$ cat config.mk
export PLATFORM = sky130hd
export DESIGN_NAME = f_select_serial_tx_flat
export DESIGN_NICKNAME = d
export VERILOG_FILES = /design/src/rtl/f_select_serial_tx_if.sv /design/src/rtl/f_select_serial_tx.sv /design/src/flat_wrapper.sv
export SDC_FILE = /design/constraint.sdc
export NUM_CORES = 1
export LEC_CHECK = 0
export CELL_PAD_IN_SITES_DETAIL_PLACEMENT = 2
export CELL_PAD_IN_SITES_GLOBAL_PLACEMENT = 2
export CORE_MARGIN = 2
export CORE_UTILIZATION = 34
export CTS_CLUSTER_SIZE = 20
export DETAILED_ROUTE_END_ITERATION = 6
export GPL_ROUTABILITY_DRIVEN = 0
export PLACE_DENSITY_LB_ADDON = 0.1
export SYNTH_ARGS = -nofsm -noshare
export SYNTH_HDL_FRONTEND = slang
export SYNTH_SLANG_ARGS = --single-unit
$ cat constraint.sdc
create_clock -name i_clk -period 2.1 [get_ports i_clk]
set_input_delay 0.315 -clock i_clk [delete_from_list [all_inputs] [get_ports i_clk]]
set_output_delay 0.315 -clock i_clk [all_outputs]
set_load 0.005 [all_outputs]
$ cat src/rtl/f_select_serial_tx_if.sv
// Word handshake between the frequency-select source and the serial transmitter.
// The transmitter's slave side is ready whenever its one-entry pending slot is free.
interface f_select_serial_tx_if #(
    parameter int WORD_WIDTH = 4
) ();
    logic                  i_valid;
    logic [WORD_WIDTH-1:0] i_data;
    logic                  o_ready;

    modport master (
        output i_valid,
        output i_data,
        input  o_ready
    );

    modport slave (
        input  i_valid,
        input  i_data,
        output o_ready
    );
endinterface

$ cat src/rtl/f_select_serial_tx.sv
// Serialises 4-bit frequency-select words MSB first, framed by o_load_config,
// with a fixed low gap after each word so the CCD generator's receiver can latch.
module f_select_serial_tx #(
    parameter int WORD_WIDTH = 4,
    parameter int GAP_CYCLES = 2,
    parameter int CNT_WIDTH  = 16
) (
    input  logic                 i_clk,
    input  logic                 i_rst_n,
    input  logic                 i_enable,
    f_select_serial_tx_if.slave  link,
    output logic                 o_f_select_serial,
    output logic                 o_load_config,
    output logic                 o_busy,
    output logic                 o_done,
    output logic [CNT_WIDTH-1:0] o_words_sent
);
    localparam int BIT_CNT_W = $clog2(WORD_WIDTH);
    localparam logic [BIT_CNT_W-1:0] BIT_LAST = BIT_CNT_W'(WORD_WIDTH - 1);
    localparam logic [3:0]           GAP_LAST = 4'(GAP_CYCLES - 1);

    typedef enum logic [1:0] {
        IDLE  = 2'd0,
        SHIFT = 2'd1,
        GAP   = 2'd2
    } state_t;

    state_t                state_r, state_s;
    logic [WORD_WIDTH-1:0] shift_r, shift_s;
    logic [BIT_CNT_W-1:0]  bit_cnt_r, bit_cnt_s;
    logic [3:0]            gap_cnt_r, gap_cnt_s;
    logic [WORD_WIDTH-1:0] pend_r, pend_s;
    logic                  pend_vld_r, pend_vld_s;
    logic                  serial_r, serial_s;
    logic                  load_r, load_s;
    logic                  busy_r;
    logic                  done_r, done_s;
    logic [CNT_WIDTH-1:0]  words_r, words_s;
    logic                  ready_s;
    logic                  accept_s;

    // Ready is forced low while reset is held so every output reads 0 during reset.
    assign ready_s      = i_enable & ~pend_vld_r & i_rst_n;
    assign accept_s     = link.i_valid & ready_s;
    assign link.o_ready = ready_s;

    // Next-state and next-output logic; every register has a hold default first.
    always_comb begin
        state_s    = state_r;
        shift_s    = shift_r;
        bit_cnt_s  = bit_cnt_r;
        gap_cnt_s  = gap_cnt_r;
        pend_s     = pend_r;
        pend_vld_s = pend_vld_r;
        serial_s   = 1'b0;
        load_s     = 1'b0;
        done_s     = 1'b0;
        words_s    = words_r;

        if (!i_enable) begin
            // Abort: flush everything except the completed-word count.
            state_s    = IDLE;
            shift_s    = {WORD_WIDTH{1'b0}};
            bit_cnt_s  = {BIT_CNT_W{1'b0}};
            gap_cnt_s  = 4'd0;
            pend_s     = {WORD_WIDTH{1'b0}};
            pend_vld_s = 1'b0;
        end else begin
            case (state_r)
                IDLE: begin
                    if (accept_s) begin
                        state_s   = SHIFT;
                        shift_s   = link.i_data;
                        bit_cnt_s = {BIT_CNT_W{1'b0}};
                        serial_s  = link.i_data[WORD_WIDTH-1];
                        load_s    = 1'b1;
                    end else begin
                        state_s = IDLE;
                    end
                end
                SHIFT: begin
                    if (accept_s) begin
                        pend_s     = link.i_data;
                        pend_vld_s = 1'b1;
                    end else begin
                        pend_vld_s = pend_vld_r;
                    end
                    if (bit_cnt_r == BIT_LAST) begin
                        state_s   = GAP;
                        gap_cnt_s = GAP_LAST;
                    end else begin
                        bit_cnt_s = bit_cnt_r + {{(BIT_CNT_W-1){1'b0}}, 1'b1};
                        shift_s   = {shift_r[WORD_WIDTH-2:0], 1'b0};
                        serial_s  = shift_r[WORD_WIDTH-2];
                        load_s    = 1'b1;
                    end
                end
                GAP: begin
                    if (gap_cnt_r == 4'd0) begin
                        done_s  = 1'b1;
                        words_s = words_r + {{(CNT_WIDTH-1){1'b0}}, 1'b1};
                        // A queued word (or one offered on this edge) starts with no bubble.
                        if (pend_vld_r) begin
                            state_s    = SHIFT;
                            shift_s    = pend_r;
                            pend_vld_s = 1'b0;
                            bit_cnt_s  = {BIT_CNT_W{1'b0}};
                            serial_s   = pend_r[WORD_WIDTH-1];
                            load_s     = 1'b1;
                        end else if (accept_s) begin
                            state_s   = SHIFT;
                            shift_s   = link.i_data;
                            bit_cnt_s = {BIT_CNT_W{1'b0}};
                            serial_s  = link.i_data[WORD_WIDTH-1];
                            load_s    = 1'b1;
                        end else begin
                            state_s = IDLE;
                        end
                    end else begin
                        gap_cnt_s = gap_cnt_r - 4'd1;
                        if (accept_s) begin
                            pend_s     = link.i_data;
                            pend_vld_s = 1'b1;
                        end else begin
                            pend_vld_s = pend_vld_r;
                        end
                    end
                end
                default: begin
                    state_s    = IDLE;
                    pend_vld_s = 1'b0;
                end
            endcase
        end
    end

    // State and output registers.
    always_ff @(posedge i_clk or negedge i_rst_n) begin
        if (!i_rst_n) begin
            state_r    <= IDLE;
            shift_r    <= {WORD_WIDTH{1'b0}};
            bit_cnt_r  <= {BIT_CNT_W{1'b0}};
            gap_cnt_r  <= 4'd0;
            pend_r     <= {WORD_WIDTH{1'b0}};
            pend_vld_r <= 1'b0;
            serial_r   <= 1'b0;
            load_r     <= 1'b0;
            busy_r     <= 1'b0;
            done_r     <= 1'b0;
            words_r    <= {CNT_WIDTH{1'b0}};
        end else begin
            state_r    <= state_s;
            shift_r    <= shift_s;
            bit_cnt_r  <= bit_cnt_s;
            gap_cnt_r  <= gap_cnt_s;
            pend_r     <= pend_s;
            pend_vld_r <= pend_vld_s;
            serial_r   <= serial_s;
            load_r     <= load_s;
            busy_r     <= (state_s != IDLE);
            done_r     <= done_s;
            words_r    <= words_s;
        end
    end

    assign o_f_select_serial = serial_r;
    assign o_load_config     = load_r;
    assign o_busy            = busy_r;
    assign o_done            = done_r;
    assign o_words_sent      = words_r;
endmodule

$ cat src/flat_wrapper.sv
// flat-port wrapper written by rule: the top's interface ports become plain ports
module f_select_serial_tx_flat 
#(
    parameter int WORD_WIDTH = 4,
    parameter int GAP_CYCLES = 2,
    parameter int CNT_WIDTH  = 16
)
  (i_clk, i_rst_n, i_enable, o_f_select_serial, o_load_config, o_busy, o_done, o_words_sent, link_i_valid, link_i_data, link_o_ready);
  f_select_serial_tx_if #(.WORD_WIDTH(WORD_WIDTH)) link_i ();
  input  logic i_clk;
  input  logic i_rst_n;
  input  logic i_enable;
  output logic o_f_select_serial;
  output logic o_load_config;
  output logic o_busy;
  output logic o_done;
  output logic [CNT_WIDTH-1:0] o_words_sent;
  input wire logic [$bits(link_i.i_valid)-1:0] link_i_valid;
  input wire logic [$bits(link_i.i_data)-1:0] link_i_data;
  output wire logic [$bits(link_i.o_ready)-1:0] link_o_ready;
  assign link_i.i_valid = link_i_valid;
  assign link_i.i_data = link_i_data;
  assign link_o_ready = link_i.o_ready;
  f_select_serial_tx #(.WORD_WIDTH(WORD_WIDTH), .GAP_CYCLES(GAP_CYCLES), .CNT_WIDTH(CNT_WIDTH)) u_core (.i_clk(i_clk), .i_rst_n(i_rst_n), .i_enable(i_enable), .link(link_i), .o_f_select_serial(o_f_select_serial), .o_load_config(o_load_config), .o_busy(o_busy), .o_done(o_done), .o_words_sent(o_words_sent));
endmodule
==> qor.txt, run 1 <==
Largest net degree at the start of global routing -> 23
Total power -> 0.00143 W
Area grow syn2layout -> 26.3%
Net Count, Synth -> 201
Post-synthesis cell type count -> 45
First-pass GRT wire length -> 9350 um
R2r worst-path depth -> 6
Slew Viols, Final -> 0
P_sw -> 0.000338 W
Buf/Inv on CP -> 1
Maximum VDD drop -> 0.000236 V
TNS Setup -> 0 ns
Dominant cell by count in the synthesized netlist -> dfrtp_1
CP delay by family, top -> compound AO/OA/AOI/OAI gates
Worst slew pin tran -> 0.388 ns
Dominant cell type by area after synthesis -> dfrtp_1
Clock power share -> 42.9%
Gr usage total -> 19.6%
Vias per inst -> 5.41
Layout fillers -> 604
Worst hold slack -> 0.0703 ns
Final Hold Fails -> 0
Synth area leaders -> dfrtp_1 (47%), ha_1 (5.2%), xnor2_1 (4.6%)
Chip height -> 78.9 um
Post-route insts no fill -> 293
Setup crit start kind -> flip-flop
ANT cells -> 0
Leakage power -> 1.07 nW
Critical path, cell by cell -> inv_1 > ha_1 > nor3b_4 > o221a_2 > nand2_1 > a32o_1
Core ar. -> 5470 um^2
Worst skew pair latency -> 0.29 ns
# DRC -> 0
Ys async rst share -> 100%
H-tree depth -> 2
Crit Path Class -> reg2reg
Gr ovfl total -> 0
Nature of the critical path endpoint -> flip-flop
Vias -> 1,585
Fmax -> 0.532 GHz
CTS Buf Count -> 5
Flop2flop setup slack -> 0.22 ns
R2r startpoint -> u_core.gap_cnt_r[0]
Max-cap viol count -> 0
DRT Pass-1 Iters -> 4
Rows -> 27
Post-synthesis area per instance -> 10.3 um^2
Power per cell area -> 596 nW/um^2
Endpoints failing setup -> 0
Register share of total power -> 49.6%
CTS Buffer Depth -> 2
Drt wl/cell -> 18.8 um
Clk_skew -> 0.0114 ns
Worst EP required -> 2.28 ns
Post-CTS Setup Bufs -> 0
Root buf cell -> clkbuf_8
Critical Path AT -> 2.06 ns
Crit path max-delay cell type -> dfrtp_1
Largest fanout on the critical path -> 6
CTS tree -> built
Via count of the first global-routing pass -> 1,798
Share of cells above drive strength 1 -> 11.3%
Final min period -> 1.88 ns
I/O pins -> 29
Post-Syn Area -> 1910 um^2
Antenna-violating nets left -> 0
DIE AREA -> 6220 um^2
Synthesis-stage register bit count -> 36
Reg2reg end -> u_core.bit_cnt_r[0]
Placed cells -> 284
EDFF count, synth -> 0
Internal power -> 0.00110 W
WL final -> 5520 um
IO Port Bufs -> 28
Rel. slew slack -> 73.9%
Nets@finish -> 236
Status -> complete, no violations
Post-DP HPWL -> 4220 um
Synth cell count leaders -> dfrtp_1 (36), nand2_1 (15), nor2_1 (14)
Layout Utilization -> 44.0%
Initial Util -> 34.8%
Hold Crit Class -> in2async
Synth warnings -> 0
Post-synthesis cell count -> 185
Initial antenna violation count -> 0
Main synth FF type -> dfrtp_1
Iter 0 DRT Violations -> 57
Slowest cell delay on critical path -> 0.41 ns
Combinational power share -> 7.5%
Net Sw Frac -> 23.5%
Clock sinks -> 36
Sequential-to-total area share from yosys stat -> 47.2%
DIE WIDTH -> 78.9 um
Final period util -> 89.5%
Top cell type's share of synthesized area -> 47.2%
Clock transition at path regs -> 0.08 ns
## cell type report
cell class              instances  area [um^2]  share of cell area [%]
repair buffers                 35          330                    13.7
multi-input cells             135          950                    39.4
clock inverters                 3         42.5                    1.77
flip-flops and latches         36          901                    37.4
clock buffers                   5         68.8                    2.86
inverters                       7         26.3                    1.09
well taps                      72         90.1                    3.74
## power groups by stage
| stage | Clock, W | Combinational, W | Sequential, W |
|---|---|---|---|
| floorplan | 0 | 0.0000435 | 0.000723 |
| global placement | 0 | 0.000101 | 0.000724 |
| detailed placement | 0 | 0.000106 | 0.000725 |
| CTS | 0.000641 | 0.000109 | 0.000711 |
| global route | 0.000662 | 0.000121 | 0.000713 |
| finish | 0.000615 | 0.000107 | 0.000712 |
## how the worst max path moves through the flow
stage / startpoint / cells after the start / endpoint
2_1_floorplan: u_core.gap_cnt_r[0] / 6 / u_core.bit_cnt_r[0]
3_3_place_gp: i_enable / 4 / link_o_ready
6_report: u_core.gap_cnt_r[0] / 6 / u_core.bit_cnt_r[0]
5_1_grt: u_core.gap_cnt_r[0] / 6 / u_core.o_busy
3_5_place_dp: u_core.gap_cnt_r[0] / 6 / u_core.bit_cnt_r[0]
4_1_cts: u_core.gap_cnt_r[0] / 6 / u_core.bit_cnt_r[0]
## registers in the layout, indices dropped and copies added (netlist names)
register	count
u_core.o_words_sent	16
u_core.gap_cnt_r	4
u_core.pend_r	4
u_core.shift_r	3
u_core.bit_cnt_r	2
u_core.state_r	2
u_core.o_busy	1
u_core.o_done	1
u_core.o_f_select_serial	1
u_core.o_load_config	1
u_core.pend_vld_r	1
## repair_timing
item / in CTS / in global routing
endpoints found under the hold margin: 6 / 0
gates resized for setup: 0 / 1
hold buffers: 1 / 0
endpoints found under the setup margin: 0 / 7
## placed cells by master (no fill, tap or decap), drive strengths merged, types with 2 or more instances in the layout
master / n
dfrtp: 36
clkdlybuf4s50: 27
nand2: 15
nor2: 15
nand3: 10
xnor2: 10
a21oi: 10
o21ai: 10
ha: 8
nand4: 7
buf: 7
inv: 7
xor2: 5
clkbuf: 5
nor3: 5
o311ai: 4
o2bb2ai: 4
and3: 4
nand2b: 3
a32o: 3
and4: 3
nand4b: 3
a22oi: 2
## layer usage
metal	GRT usage [%]	wire length, um
met1	25.5	2550
met2	32.9	2740
met3	3.75	144
met4	6.72	85
met5	0	0
## kinds of logic after synthesis
logic type	after synthesis	synth area share, %
flops	36	47.2
buf+inv	14	3.28
simple gates	71	22.2
mux	1	0.591
xor+xnor	15	6.89
compound gates	40	14.6
fa+ha+maj	8	5.25
## stage by stage
step	instance area (um^2)	worst slack (ns)
global placement	2280	0.200
CTS	2400	0.124
floorplan	1910	0.479
detailed placement	2280	0.146
finish	2410	0.220
global route	2410	-0.00980
Note: power is estimated with default switching activity, not from simulation.
==> inputs of run 2 (changes only) <==
--- a/config.mk
+++ b/config.mk
@@ -9,6 +9,7 @@
 export CELL_PAD_IN_SITES_GLOBAL_PLACEMENT = 2
 export CORE_MARGIN = 2
 export CORE_UTILIZATION = 34
+export CTS_CLUSTER_DIAMETER = 60
 export CTS_CLUSTER_SIZE = 20
 export DETAILED_ROUTE_END_ITERATION = 6
 export GPL_ROUTABILITY_DRIVEN = 0
==> results of run 2 <==
Same layout as run 1: the final DEF is identical, and so are final timing and power.
==> inputs of run 3 (changes only) <==
--- a/config.mk
+++ b/config.mk
@@ -8,7 +8,7 @@
 export CELL_PAD_IN_SITES_DETAIL_PLACEMENT = 2
 export CELL_PAD_IN_SITES_GLOBAL_PLACEMENT = 2
 export CORE_MARGIN = 2
-export CORE_UTILIZATION = 34
+export CORE_UTILIZATION = 37
 export CTS_CLUSTER_DIAMETER = 60
 export CTS_CLUSTER_SIZE = 20
 export DETAILED_ROUTE_END_ITERATION = 6
==> constraint.sdc (replaced) <==
create_clock -name i_clk -period 2.3 [get_ports i_clk]
set_input_delay 0.345 -clock i_clk [delete_from_list [all_inputs] [get_ports i_clk]]
set_output_delay 0.345 -clock i_clk [all_outputs]
set_load 0.005 [all_outputs]
==> run 3 against run 2 <==
Cell count shrank 1.4%. Utilization grew 3.3 points. Sequential cell count is the same. Critical path depth shrank 1. First-iteration DRC count grew 12%. Clock-buffer cell count is the same. Critical path type is now in2out. Highest routed layer unchanged.
==> qor.txt, run 3 (synthesis results as in run 1) <==
Status -> complete, no violations
R2r worst-path depth -> 6
Rel. slew slack -> 69.5%
Slowest cell delay on critical path -> 0.53 ns
Worst skew pair latency -> 0.29 ns
Crit path max-delay cell type -> dlygate4sd3_1
Fmax -> 0.454 GHz
DIE WIDTH -> 75.8 um
Endpoints failing setup -> 0
Gr ovfl total -> 0
Largest net degree at the start of global routing -> 31
Buf/Inv on CP -> 3
Core ar. -> 5040 um^2
Clk_skew -> 0.00484 ns
Gr usage total -> 21.1%
Max-cap viol count -> 0
WL final -> 5480 um
Largest fanout on the critical path -> 10
Rows -> 26
Chip height -> 75.8 um
R2r startpoint -> u_core.gap_cnt_r[0]
Crit Path Class -> in2out
Nature of the critical path endpoint -> primary output
Initial Util -> 37.8%
Critical Path AT -> 1.86 ns
ANT cells -> 0
DRT Pass-1 Iters -> 5
Post-DP HPWL -> 4100 um
Clock transition at path regs -> 0.08 ns
Max reg flops -> 16
Root buf cell -> clkbuf_8
I/O pins -> 29
Placed cells -> 280
TNS Setup -> 0 ns
Drt wl/cell -> 19.0 um
H-tree depth -> 2
Final min period -> 2.20 ns
Final Hold Fails -> 0
Post-CTS Hold Fix Bufs -> 1
CTS Buf Count -> 5
Flop2flop setup slack -> 0.31 ns
Crit path depth -> 5
Setup crit start -> i_rst_n
Worst EP required -> 1.96 ns
Cts repair resizes -> 0
RSZ-0062 raised after global routing -> no
# DRC -> 0
Post-CTS Setup Bufs -> 0
Leakage power -> 1.05 nW
Antenna-violating nets left -> 0
Reg2reg end -> u_core.bit_cnt_r[0]
Post-route insts no fill -> 289
Share of cells above drive strength 1 -> 10.5%
DIE AREA -> 5740 um^2
Critical path, cell by cell -> dlygate4sd3_1 > buf_2 > nand2_1 > nor2_1 > clkdlybuf4s50_1
First-pass GRT wire length -> 9010 um
Initial antenna violation count -> 0
End of the critical path -> link_o_ready
Power per cell area -> 551 nW/um^2
IO Port Bufs -> 28
CTS tree -> built
Area grow syn2layout -> 25.1%
Slew Viols, Final -> 0
Via count of the first global-routing pass -> 1,758
CP delay by family, top -> buffers and inverters
Clock sinks -> 36
Maximum VDD drop -> 0.000237 V
Vias per inst -> 5.54
Vias -> 1,602
Most frequent cells in the layout -> dfrtp_1 (36), clkdlybuf4s50_1 (27), nand2_1 (15)
Final period util -> 95.7%
Iter 0 DRT Violations -> 64
Setup crit start kind -> input pin
Hold Crit Class -> in2async
Commonest non-fill, non-tap cell in the layout -> dfrtp_1
Worst slew pin tran -> 0.455 ns
CTS Buffer Depth -> 2
Nets@finish -> 234
[run 3: per-stage QoR]
step / hold slack (ns) / instance area [um^2] / utilization, % / total power (W) / worst slack [ns]
finish: 0.462 / 2380 / 47.3 / 0.00131 / 0.0982
global route: 0.477 / 2380 / 47.3 / 0.00136 / 0.0105
CTS: 0.455 / 2380 / 47.3 / 0.00132 / 0.0796
detailed placement: 0.219 / 2260 / 44.9 / 0.000756 / 0.280
global placement: 0.218 / 2260 / 44.9 / 0.000752 / 0.370
floorplan: 0.0494 / 1910 / - / 0.000699 / 0.679
[run 3: report_power, final]
group	internal [W]	total, W	switching, W
combinational	0.0000373	0.0000939	0.0000566
sequential	0.000641	0.000650	0.00000892
clock	0.000321	0.000570	0.000249
[run 3: routing by layer]
metal / track usage, % / vias up / wire (um)
li1: - / 739 / -
met1: 26.3 / 823 / 2360
met2: 36.5 / 31 / 2810
met3: 3.04 / 9 / 194
met4: 8.58 / 0 / 113
met5: 0 / - / 0
[run 3: worst min path at each step]
stage	cells past startpoint	from	to
finish	2	i_rst_n	u_core.pend_vld_r
global route	2	i_rst_n	u_core.o_f_select_serial
CTS	2	i_rst_n	u_core.pend_vld_r
detailed placement	1	i_rst_n	u_core.o_f_select_serial
global placement	1	i_rst_n	u_core.pend_vld_r
floorplan	0	i_rst_n	u_core.bit_cnt_r[0]
[run 3: area by class of cell]
| cell class | count | area (um^2) |
|---|---|---|
| Fill cell | 545 | 2660 |
| Multi-Input combinational cell | 135 | 943 |
| Sequential cell | 36 | 901 |
| Timing Repair Buffer | 33 | 315 |
| Tap cell | 70 | 87.6 |
| Clock buffer | 5 | 68.8 |
| Clock inverter | 3 | 42.5 |
| Inverter | 7 | 26.3 |
